**src/rtl/tail_light_scheduler_pkg.sv**
```systemverilog
// Shared types, defaults and helpers for the tail-light sweep scheduler.
package tail_light_pkg;

    localparam int unsigned DEF_NUM_LAMPS   = 3;
    localparam int unsigned DEF_STEP_CYCLES = 5;
    localparam int unsigned MAX_LAMPS       = 16;

    typedef enum logic [1:0] {
        MODE_IDLE   = 2'd0,
        MODE_LEFT   = 2'd1,
        MODE_RIGHT  = 2'd2,
        MODE_HAZARD = 2'd3
    } mode_e;

    // Thermometer pattern with the lowest 'step' bits set.
    function automatic logic [MAX_LAMPS-1:0] thermometer(input int unsigned step);
        logic [MAX_LAMPS:0] one_hot;
        one_hot = (MAX_LAMPS+1)'(1) << step;
        return MAX_LAMPS'(one_hot - (MAX_LAMPS+1)'(1));
    endfunction

    // Priority decode of driver requests; both turns together behave as hazard.
    function automatic mode_e decode_request(input logic turn_left,
                                             input logic turn_right,
                                             input logic hazard);
        if (hazard || (turn_left && turn_right)) return MODE_HAZARD;
        if (turn_left)                           return MODE_LEFT;
        if (turn_right)                          return MODE_RIGHT;
        return MODE_IDLE;
    endfunction

endpackage

```
**src/rtl/tail_light_scheduler_if.sv**
```systemverilog
// Switch-input / lamp-driver bundle of the tail-light scheduler.
interface tail_light_if
    import tail_light_pkg::*;
#(
    parameter int unsigned NUM_LAMPS = DEF_NUM_LAMPS
);
    logic                 turn_left;
    logic                 turn_right;
    logic                 hazard;
    logic                 brake;
    logic [NUM_LAMPS-1:0] left_lamps;
    logic [NUM_LAMPS-1:0] right_lamps;
    logic [1:0]           mode;
    logic                 sweep_done;

    modport master (
        output turn_left, turn_right, hazard, brake,
        input  left_lamps, right_lamps, mode, sweep_done
    );

    modport slave (
        input  turn_left, turn_right, hazard, brake,
        output left_lamps, right_lamps, mode, sweep_done
    );
endinterface

```
**src/rtl/tail_light_scheduler_step_timer.sv**
```systemverilog
// Prescaler plus sweep-step counter; exposes the next step so the top can register lamps.
module tail_light_step_timer
    import tail_light_pkg::*;
#(
    parameter int unsigned NUM_LAMPS   = DEF_NUM_LAMPS,
    parameter int unsigned STEP_CYCLES = DEF_STEP_CYCLES
) (
    input  logic                               clk,
    input  logic                               rst_n,
    input  logic                               clear,
    input  logic                               enable,
    output logic [$clog2(NUM_LAMPS+1)-1:0]     step_nxt_c,
    output logic                               last_step_done_c,
    output logic                               sweep_done
);
    localparam int unsigned SW = $clog2(NUM_LAMPS + 1);
    localparam int unsigned PW = (STEP_CYCLES > 1) ? $clog2(STEP_CYCLES) : 1;

    logic [SW-1:0] step_q;
    logic [PW-1:0] pre_q;
    logic [PW-1:0] pre_nxt_c;
    logic          done_nxt_c;

    // Advance prescaler; roll the step when the prescaler reaches its terminal count.
    always_comb begin
        pre_nxt_c  = pre_q;
        step_nxt_c = step_q;
        if (clear) begin
            pre_nxt_c  = '0;
            step_nxt_c = '0;
        end else if (enable) begin
            if (pre_q == PW'(STEP_CYCLES - 1)) begin
                pre_nxt_c  = '0;
                step_nxt_c = (step_q == SW'(NUM_LAMPS)) ? '0 : step_q + SW'(1);
            end else begin
                pre_nxt_c = pre_q + PW'(1);
            end
        end
        done_nxt_c = (step_nxt_c == SW'(NUM_LAMPS)) && (pre_nxt_c == PW'(STEP_CYCLES - 1));
    end

    assign last_step_done_c = (step_q == SW'(NUM_LAMPS)) && (pre_q == PW'(STEP_CYCLES - 1));

    // Timer state and the registered end-of-sweep pulse.
    always_ff @(posedge clk) begin
        if (!rst_n) begin
            step_q     <= '0;
            pre_q      <= '0;
            sweep_done <= 1'b0;
        end else begin
            step_q     <= step_nxt_c;
            pre_q      <= pre_nxt_c;
            sweep_done <= done_nxt_c;
        end
    end

endmodule

```
**src/rtl/tail_light_scheduler.sv**
```systemverilog
// Owner FSM, request decode and registered lamp/brake mux for the tail-light sweep.
module tail_light_scheduler
    import tail_light_pkg::*;
#(
    parameter int unsigned NUM_LAMPS   = DEF_NUM_LAMPS,
    parameter int unsigned STEP_CYCLES = DEF_STEP_CYCLES
) (
    input  logic        clk,
    input  logic        rst_n,
    tail_light_if.slave bus
);
    localparam int unsigned SW = $clog2(NUM_LAMPS + 1);

    mode_e                mode_q;
    mode_e                mode_d;
    mode_e                req_c;
    logic                 clear_c;
    logic                 enable_c;
    logic [SW-1:0]        step_nxt_c;
    logic                 last_step_done_c;
    logic                 sweep_done_q;
    logic [NUM_LAMPS-1:0] pat_c;
    logic [NUM_LAMPS-1:0] fill_c;
    logic [NUM_LAMPS-1:0] left_d;
    logic [NUM_LAMPS-1:0] right_d;
    logic [NUM_LAMPS-1:0] left_q;
    logic [NUM_LAMPS-1:0] right_q;

    tail_light_step_timer #(
        .NUM_LAMPS   (NUM_LAMPS),
        .STEP_CYCLES (STEP_CYCLES)
    ) u_timer (
        .clk              (clk),
        .rst_n            (rst_n),
        .clear            (clear_c),
        .enable           (enable_c),
        .step_nxt_c       (step_nxt_c),
        .last_step_done_c (last_step_done_c),
        .sweep_done       (sweep_done_q)
    );

    assign req_c = decode_request(bus.turn_left, bus.turn_right, bus.hazard);

    // Owner locked for a whole sweep; re-decode only from IDLE or at sweep end.
    always_comb begin
        mode_d   = mode_q;
        clear_c  = 1'b0;
        enable_c = 1'b0;
        case (mode_q)
            MODE_IDLE: begin
                mode_d  = req_c;
                clear_c = 1'b1;
            end
            default: begin
                enable_c = 1'b1;
                if (last_step_done_c) begin
                    mode_d  = req_c;
                    clear_c = 1'b1;
                end
            end
        endcase
    end

    // Lamp pattern for the post-edge state with brake filling unowned sides.
    always_comb begin
        pat_c   = NUM_LAMPS'(thermometer(32'(step_nxt_c)));
        fill_c  = bus.brake ? '1 : '0;
        left_d  = fill_c;
        right_d = fill_c;
        case (mode_d)
            MODE_LEFT:   left_d  = pat_c;
            MODE_RIGHT:  right_d = pat_c;
            MODE_HAZARD: begin
                left_d  = pat_c;
                right_d = pat_c;
            end
            default: ;
        endcase
    end

    // Owner state and registered lamp drives.
    always_ff @(posedge clk) begin
        if (!rst_n) begin
            mode_q  <= MODE_IDLE;
            left_q  <= '0;
            right_q <= '0;
        end else begin
            mode_q  <= mode_d;
            left_q  <= left_d;
            right_q <= right_d;
        end
    end

    assign bus.left_lamps  = left_q;
    assign bus.right_lamps = right_q;
    assign bus.mode        = 2'(mode_q);
    assign bus.sweep_done  = sweep_done_q;

endmodule

```
**src/flat_wrapper.sv**
```systemverilog
// flat-port wrapper written by rule: the top's interface ports become plain ports
module tail_light_scheduler_flat import tail_light_pkg::*;
#(
    parameter int unsigned NUM_LAMPS   = DEF_NUM_LAMPS,
    parameter int unsigned STEP_CYCLES = DEF_STEP_CYCLES
)
  (clk, rst_n, bus_turn_left, bus_turn_right, bus_hazard, bus_brake, bus_left_lamps, bus_right_lamps, bus_mode, bus_sweep_done);
  tail_light_if #(.NUM_LAMPS(NUM_LAMPS)) bus_i ();
  input  logic clk;
  input  logic rst_n;
  input wire logic [$bits(bus_i.turn_left)-1:0] bus_turn_left;
  input wire logic [$bits(bus_i.turn_right)-1:0] bus_turn_right;
  input wire logic [$bits(bus_i.hazard)-1:0] bus_hazard;
  input wire logic [$bits(bus_i.brake)-1:0] bus_brake;
  output wire logic [$bits(bus_i.left_lamps)-1:0] bus_left_lamps;
  output wire logic [$bits(bus_i.right_lamps)-1:0] bus_right_lamps;
  output wire logic [$bits(bus_i.mode)-1:0] bus_mode;
  output wire logic [$bits(bus_i.sweep_done)-1:0] bus_sweep_done;
  assign bus_i.turn_left = bus_turn_left;
  assign bus_i.turn_right = bus_turn_right;
  assign bus_i.hazard = bus_hazard;
  assign bus_i.brake = bus_brake;
  assign bus_left_lamps = bus_i.left_lamps;
  assign bus_right_lamps = bus_i.right_lamps;
  assign bus_mode = bus_i.mode;
  assign bus_sweep_done = bus_i.sweep_done;
  tail_light_scheduler #(.NUM_LAMPS(NUM_LAMPS), .STEP_CYCLES(STEP_CYCLES)) u_core (.clk(clk), .rst_n(rst_n), .bus(bus_i));
endmodule
```
**config.mk**
```make
export PLATFORM = sky130hd
export DESIGN_NAME = tail_light_scheduler_flat
export DESIGN_NICKNAME = d
export VERILOG_FILES = /design/src/rtl/tail_light_scheduler_pkg.sv /design/src/rtl/tail_light_scheduler_if.sv /design/src/rtl/tail_light_scheduler_step_timer.sv /design/src/rtl/tail_light_scheduler.sv /design/src/flat_wrapper.sv
export SDC_FILE = /design/constraint.sdc
export NUM_CORES = 1
export LEC_CHECK = 0
export ABC_AREA = 1
export CAP_MARGIN = 20
export CORE_ASPECT_RATIO = 1.5
export CORE_UTILIZATION = 30
export DETAILED_ROUTE_END_ITERATION = 8
export PLACE_DENSITY = 0.57
export SETUP_SLACK_MARGIN = 0.02
export SYNTH_ARGS = -nofsm -noshare
export SYNTH_HDL_FRONTEND = slang
export SYNTH_SLANG_ARGS = --single-unit
```
**constraint.sdc**
```tcl
create_clock -name clk -period 1.2 [get_ports clk]
set_input_delay 0.36 -clock clk [delete_from_list [all_inputs] [get_ports clk]]
set_output_delay 0.36 -clock clk [all_outputs]
set_load 0.01 [all_outputs]
```
==> flow_summary_export.csv, run 1 <==
group,metric,value,unit
placed_design,dp_hpwl,1.02,mm
sta,period_minus_slack,1.23,ns
worst_setup_path,path_max_fanout,4,
placed_design,placed_area,887,sq um
clock_network,cts-htree-levels,1,
logic_synthesis,synth_top_area_share,42.7,%
power_and_ir_drop,p_int,0.797,mW
worst_setup_path,cp-end-kind,"flip-flop",
logic_synthesis,ys_seq_elements,14,
detailed_routing,drc_errors,0,
sta,maxSlewViolCount,0,
logic_synthesis,avgSynthCellArea,7.37,sq um
worst_setup_path,path_class,"flip-flop to flip-flop",
worst_setup_path,critPathArrivalTime,1.41,ns
power_and_ir_drop,ir_worst_vdd,730,uV
floorplanning,pin_count,15,
worst_setup_path,crit_path_start_kind,"flip-flop",
floorplanning,dieWidth,40.2,um
logic_synthesis,synth_top_family_by_area,"simple AND/OR/NAND/NOR gates",
logic_synthesis,synth_common_cells,"nand2_1 (20), dfxtp_1 (14), inv_1 (14), nand3_1 (12), nand2_2 (7)",
clock_network,clock_sinks,14,
final_layout,drive_gt1_share,54.7,%
sta,finalWorstSetupSlack,-0.0324,ns
floorplanning,start_util,32.0,%
logic_synthesis,synth-edff-count,0,
clock_network,insertion_delay,0.28,ns
power_and_ir_drop,p_switching,0.318,mW
floorplanning,core,2050,sq um
grt,grt_antenna_before_repair,0,
worst_setup_path,critPathMostFrequentCell,"inv_2",
logic_synthesis,synthMuxAreaShare,0,%
logic_synthesis,syn-cell-area,656,sq um
logic_synthesis,synth-simple-area-share,39.7,%
min_path,hold_class,"flip-flop to flip-flop",
floorplanning,num_rows,20,
logic_synthesis,yosys.area.top_type,"dfxtp_1",
logic_synthesis,yosysMostFrequentCell,"nand2_1",
detailed_routing,first_iter_violations,3,
power_and_ir_drop,seq_power_share,45.1,%
final_layout,fin_area,1030,sq um
outcome,run_status,"complete, but fails checks",
grt,grt_usage,14.4,%
logic_synthesis,synth_ff_type,"dfxtp_1",
power_and_ir_drop,powerDensity,1090,nW/um^2
placed_design,place_inst,133,
sta,clock_skew,0.00307,ns
outcome,violations,"negative setup slack",
clock_network,hold_buffers,0,
worst_setup_path,critPathTopFamily,"simple AND/OR/NAND/NOR gates",
clock_network,cts-buffers-inserted,3,
sta,hold_viol,0,
sta,rsz0062_at_grt,"yes",
final_layout,fillers,212,
worst_setup_path,max_stage_delay,0.33,ns
final_layout,area_delta_synth_final,56.7,%
logic_synthesis,synth_area_leaders,"dfxtp_1 (43%), nand2_1 (11%), nand3_1 (9.2%)",
clock_network,path_clk_slew,0.08,ns
logic_synthesis,synth_xor_area_share,0,%
power_and_ir_drop,total_leakage_power,0.499,nW
grt,grt_max_degree,9,
sta,tns,-0.0940,ns
logic_synthesis,synth_cell_type_count,16,
logic_synthesis,synth_compound_area_share,1.53,%
detailed_routing,vias,627,
sta,tightestPinTransition,0.301,ns
sta,slew_headroom,79.9,%
sta,hold_ws,0.505,ns
power_and_ir_drop,swShare,28.5,%
logic_synthesis,async_reset_ff_share,0,%
sta,setup_violations,5,
floorplanning,die_y,59.3,um
detailed_routing,vias_per_cell,4.51,
logic_synthesis,ys_seq_area_share,42.7,%
placed_design,port_buffers,14,
logic_synthesis,ys_warn_count,0,
logic_synthesis,netlist_instances,89,
clock_network,root_buffer,"clkbuf_4",
detailed_routing,wl,1.43,mm
detailed_routing,firstDrtPassIters,2,
worst_setup_path,worstPathRequired,1.38,ns
final_layout,utilization,50.1,%
grt,gr-total-overflow,0,
floorplanning,die_area,2380,sq um
worst_setup_path,crit_slowest_cell,"dfxtp_2",
grt,grt_pass1_vias,583,
detailed_routing,ant_nets,0,
final_layout,diodes,0,
worst_setup_path,crit_buf_inv,2,
clock_network,cts_tree,"built",
job,cap_violations,0,
logic_synthesis,synth_fa_ha_area_share,5.73,%
grt,grt_pass1_wl,2.33,mm
logic_synthesis,synth_fp_nets,98,
sta,max_freq,0.811,GHz
final_layout,seqCellArea,288,sq um
power_and_ir_drop,comb_power_share,24.5,%
worst_setup_path,worstPathCellList,"inv_2 > ha_4 > nand2_4 > inv_2 > nand3_2 > nand2_2 > nor2_4 > nand3_1 > nand2_1",
placed_design,routabilityCongestion,0.809,
power_and_ir_drop,clock_power_share,30.4,%
sta,min_period_over_period,103,%
clock_network,cts_buffer_depth,2,
final_layout,stdcell_count,139,
final_layout,multi_input_area,432,sq um
detailed_routing,wl_per_cell,10.3,um
final_layout,fin_nets,127,
cells in the final DEF (no fill, tap or decap), drive strengths merged:
cell,instances
buf,18
clkinv,1
clkdlybuf4s50,5
a21oi,1
inv,17
clkbuf,5
nand2,28
dfxtp,14
nor3,1
o21ai,1
nor2,10
ha,3
nand3,13
power by group through the flow:
stage               clock [mW]  sequential (mW)  combinational [mW]
finish                   0.339            0.502               0.273
global route             0.371            0.505               0.299
CTS                      0.350            0.503               0.250
detailed placement           0            0.511               0.207
global placement             0            0.510               0.206
floorplan                    0            0.520              0.0998
registers in the layout (all words and copies together) (netlist names):
| name | count |
|---|---|
| u_core.bus.left_lamps | 3 |
| u_core.bus.right_lamps | 3 |
| u_core.u_timer.pre_q | 3 |
| u_core.bus.mode | 2 |
| u_core.u_timer.step_q | 2 |
| u_core.u_timer.sweep_done | 1 |
worst paths after layout:
kind	slack, ns	from	end	cells after the start
hold / removal	0.50	u_core.u_timer.pre_q[0]	u_core.u_timer.pre_q[0]	2
setup / recovery	-0.03	u_core.u_timer.pre_q[0]	u_core.bus.left_lamps[1]	9
setup reg to reg	-0.03	u_core.u_timer.pre_q[0]	u_core.bus.left_lamps[1]	9
hold reg to reg	0.50	u_core.u_timer.pre_q[0]	u_core.u_timer.pre_q[0]	2
worst reg2reg max path, delay by kind of cell (launching register included):
family,cells,cell delay (ns)
AND/OR/NAND/NOR,6,0.49
buffers and inverters,2,0.15
flip-flops,1,0.33
adder cells (fa/ha/maj),1,0.17
metal layers:
metal	part of all wire, %	GRT usage, %	up-vias
met5	0	0	-
met1	38	16.2	287
met3	3.0	3.38	5
met4	1.9	7.14	0
li1	-	-	325
met2	57	24.0	10
stage by stage:
stage	power [mW]	setup WS [ns]
3_3_place_gp	0.716	-0.153
6_report	1.11	-0.0324
3_5_place_dp	0.718	-0.174
4_1_cts	1.10	0.00198
2_1_floorplan	0.619	0.0261
5_1_grt	1.18	-0.0954
cell families after synthesis:
kind of cell,count (synthesis)
simple gates,52
buf+inv,18
flops,14
fa+ha+maj,3
compound gates,2
layout make-up:
cell class	count	share of cell area [%]
repair buffers	24	16.6
multi-input cells	57	42.0
flip-flops and latches	14	28.0
inverters	18	7.19
well taps	22	2.68
clock buffers	4	3.53
timing repair:
action / 4_1_cts / 5_1_grt
setup endpoints to repair: 19 / 11
gates cloned: 0 / 0
buffers inserted: 2 / 0
resized for setup: 59 / 15
pin swaps: 8 / 6
Note: power is estimated with default switching activity, not from simulation.
==> inputs of run 2 (changes only) <==
--- a/config.mk
+++ b/config.mk
@@ -10,7 +10,7 @@
 export CORE_ASPECT_RATIO = 1.5
 export CORE_UTILIZATION = 30
 export DETAILED_ROUTE_END_ITERATION = 8
-export PLACE_DENSITY = 0.57
+export PLACE_DENSITY = 0.55
 export SETUP_SLACK_MARGIN = 0.02
 export SYNTH_ARGS = -nofsm -noshare
 export SYNTH_HDL_FRONTEND = slang
==> constraint.sdc (replaced) <==
create_clock -name clk -period 1.55 [get_ports clk]
set_input_delay 0.465 -clock clk [delete_from_list [all_inputs] [get_ports clk]]
set_output_delay 0.465 -clock clk [all_outputs]
set_load 0.01 [all_outputs]
==> run 2 against run 1 <==
  * The run now ends clean
  * Sequential share of layout area is 4.4 points higher
  * Sequential power is 23% lower
  * Final cell count is 5.8% lower
  * Largest cell class unchanged
  * Highest routed layer unchanged
==> flow_summary_export.csv, run 2 (synthesized netlist as in run 1, its figures left out) <==
group,metric,value,unit
clock_network,cts-buffers-inserted,3,
final_layout,diodes,0,
power_and_ir_drop,powerDensity,904,nW/um^2
final_layout,layout_common_cells,"nand2_1 (20), inv_1 (14), dfxtp_1 (14), nand3_1 (12), dlygate4sd2_1 (9)",
sta,tns,0,ns
final_layout,fin_area,863,sq um
clock_network,cts_setup_buffers,0,
detailed_routing,ant_nets,0,
power_and_ir_drop,p_switching,0.204,mW
grt,grt_pass1_wl,2.11,mm
grt,gr-total-overflow,0,
placed_design,dp_hpwl,1.06,mm
clock_network,clock_sinks,14,
worst_setup_path,max_stage_delay,0.36,ns
power_and_ir_drop,ir_worst_vdd,433,uV
detailed_routing,vias,578,
placed_design,port_buffers,14,
detailed_routing,firstDrtPassIters,2,
power_and_ir_drop,p_int,0.576,mW
power_and_ir_drop,seq_power_share,49.6,%
floorplanning,num_rows,20,
floorplanning,dieWidth,40.2,um
power_and_ir_drop,total_leakage_power,0.444,nW
worst_setup_path,crit_slowest_cell,"dfxtp_1",
floorplanning,pin_count,15,
clock_network,cts_tree,"built",
detailed_routing,first_iter_violations,6,
power_and_ir_drop,swShare,26.1,%
sta,period_minus_slack,1.37,ns
sta,rsz0062_at_grt,"no",
worst_setup_path,critPathArrivalTime,1.55,ns
floorplanning,die_y,59.3,um
final_layout,multi_input_area,308,sq um
sta,min_period_over_period,88.3,%
final_layout,layout_commonest_cell,"nand2_1",
worst_setup_path,crit_buf_inv,2,
detailed_routing,drc_errors,0,
grt,grt_antenna_before_repair,0,
power_and_ir_drop,comb_power_share,17.1,%
final_layout,seqCellArea,280,sq um
clock_network,root_buffer,"clkbuf_4",
grt,grt_usage,13.1,%
floorplanning,start_util,32.0,%
sta,setup_violations,0,
floorplanning,die_area,2380,sq um
sta,slew_headroom,88.1,%
clock_network,cts-htree-levels,1,
sta,tightestPinTransition,0.179,ns
worst_setup_path,worstPathRequired,1.73,ns
placed_design,routabilityCongestion,0.742,
sta,hold_viol,0,
worst_setup_path,worstPathCellList,"inv_1 > ha_1 > nand2_2 > nand2_1 > nand2_1 > clkinv_1 > nand2_4 > nand2_1 > nand2_1 > nand2_1",
placed_design,placed_area,838,sq um
worst_setup_path,critPathMostFrequentCell,"nand2_1",
detailed_routing,vias_per_cell,4.41,
final_layout,drive_gt1_share,21.1,%
grt,grt_max_degree,9,
sta,max_freq,0.730,GHz
worst_setup_path,path_class,"flip-flop to flip-flop",
power_and_ir_drop,clock_power_share,33.4,%
sta,maxSlewViolCount,0,
final_layout,fin_nets,119,
worst_setup_path,crit_path_start_kind,"flip-flop",
sta,clock_skew,0.000675,ns
clock_network,insertion_delay,0.28,ns
final_layout,fillers,231,
outcome,run_status,"completed",
job,cap_violations,0,
grt,grt_pass1_vias,551,
worst_setup_path,critPathTopFamily,"simple AND/OR/NAND/NOR gates",
detailed_routing,wl,1.23,mm
worst_setup_path,path_max_fanout,4,
detailed_routing,wl_per_cell,9.40,um
clock_network,cts_buffer_depth,2,
clock_network,path_clk_slew,0.08,ns
min_path,hold_class,"flip-flop to flip-flop",
floorplanning,core,2050,sq um
worst_setup_path,cp-end-kind,"flip-flop",
final_layout,area_delta_synth_final,31.7,%
## run 2: what timing repair did
item,in CTS,in global routing
hold buffers,0,0
resized for setup,9,0
endpoints found under the setup margin,9,0
## run 2: metal layers
layer | vias to the layer above | GRT usage [%] | part of all wire [%]
li1 | 308 | - | -
met1 | 254 | 14.9 | 40
met2 | 11 | 21.7 | 53
met3 | 5 | 1.50 | 3.3
met4 | 0 | 8.57 | 3.2
met5 | - | 0 | 0
## run 2: cell type report
class | instances | share of cell area [%]
repair buffers | 16 | 16.7
flip-flops and latches | 14 | 32.5
clock buffers | 4 | 4.20
inverters | 18 | 7.83
well taps | 22 | 3.19
multi-input cells | 57 | 35.7
## run 2: worst paths after layout
check	endpoint	depth (start not counted)	slack, ns	from
max	u_core.bus.right_lamps[0]	10	0.18	u_core.u_timer.pre_q[0]
max reg2reg	u_core.bus.right_lamps[0]	10	0.18	u_core.u_timer.pre_q[0]
min	u_core.u_timer.pre_q[0]	1	0.46	u_core.u_timer.pre_q[0]
min reg2reg	u_core.u_timer.pre_q[0]	1	0.46	u_core.u_timer.pre_q[0]
## run 2: per-stage QoR
| step | util [%] | setup WS, ns | instances | total power, mW | hold WS, ns |
|---|---|---|---|---|---|
| after floorplan | - | 0.319 | 89 | 0.478 | 0.417 |
| after global placement | 40.9 | 0.0745 | 127 | 0.541 | 0.462 |
| after detailed placement | 40.9 | 0.0765 | 127 | 0.541 | 0.455 |
| after CTS | 42.1 | 0.168 | 131 | 0.793 | 0.468 |
| after global routing | 42.1 | 0.0541 | 131 | 0.821 | 0.483 |
| final | 42.1 | 0.181 | 131 | 0.780 | 0.460 |
## run 2: power by group through the flow
stage               clock network [mW]  logic [mW]  registers (mW)
global route                     0.284       0.148           0.389
CTS                              0.270       0.136           0.387
global placement                     0       0.145           0.396
floorplan                            0      0.0760           0.402
detailed placement                   0       0.145           0.396
finish                           0.260       0.133           0.387
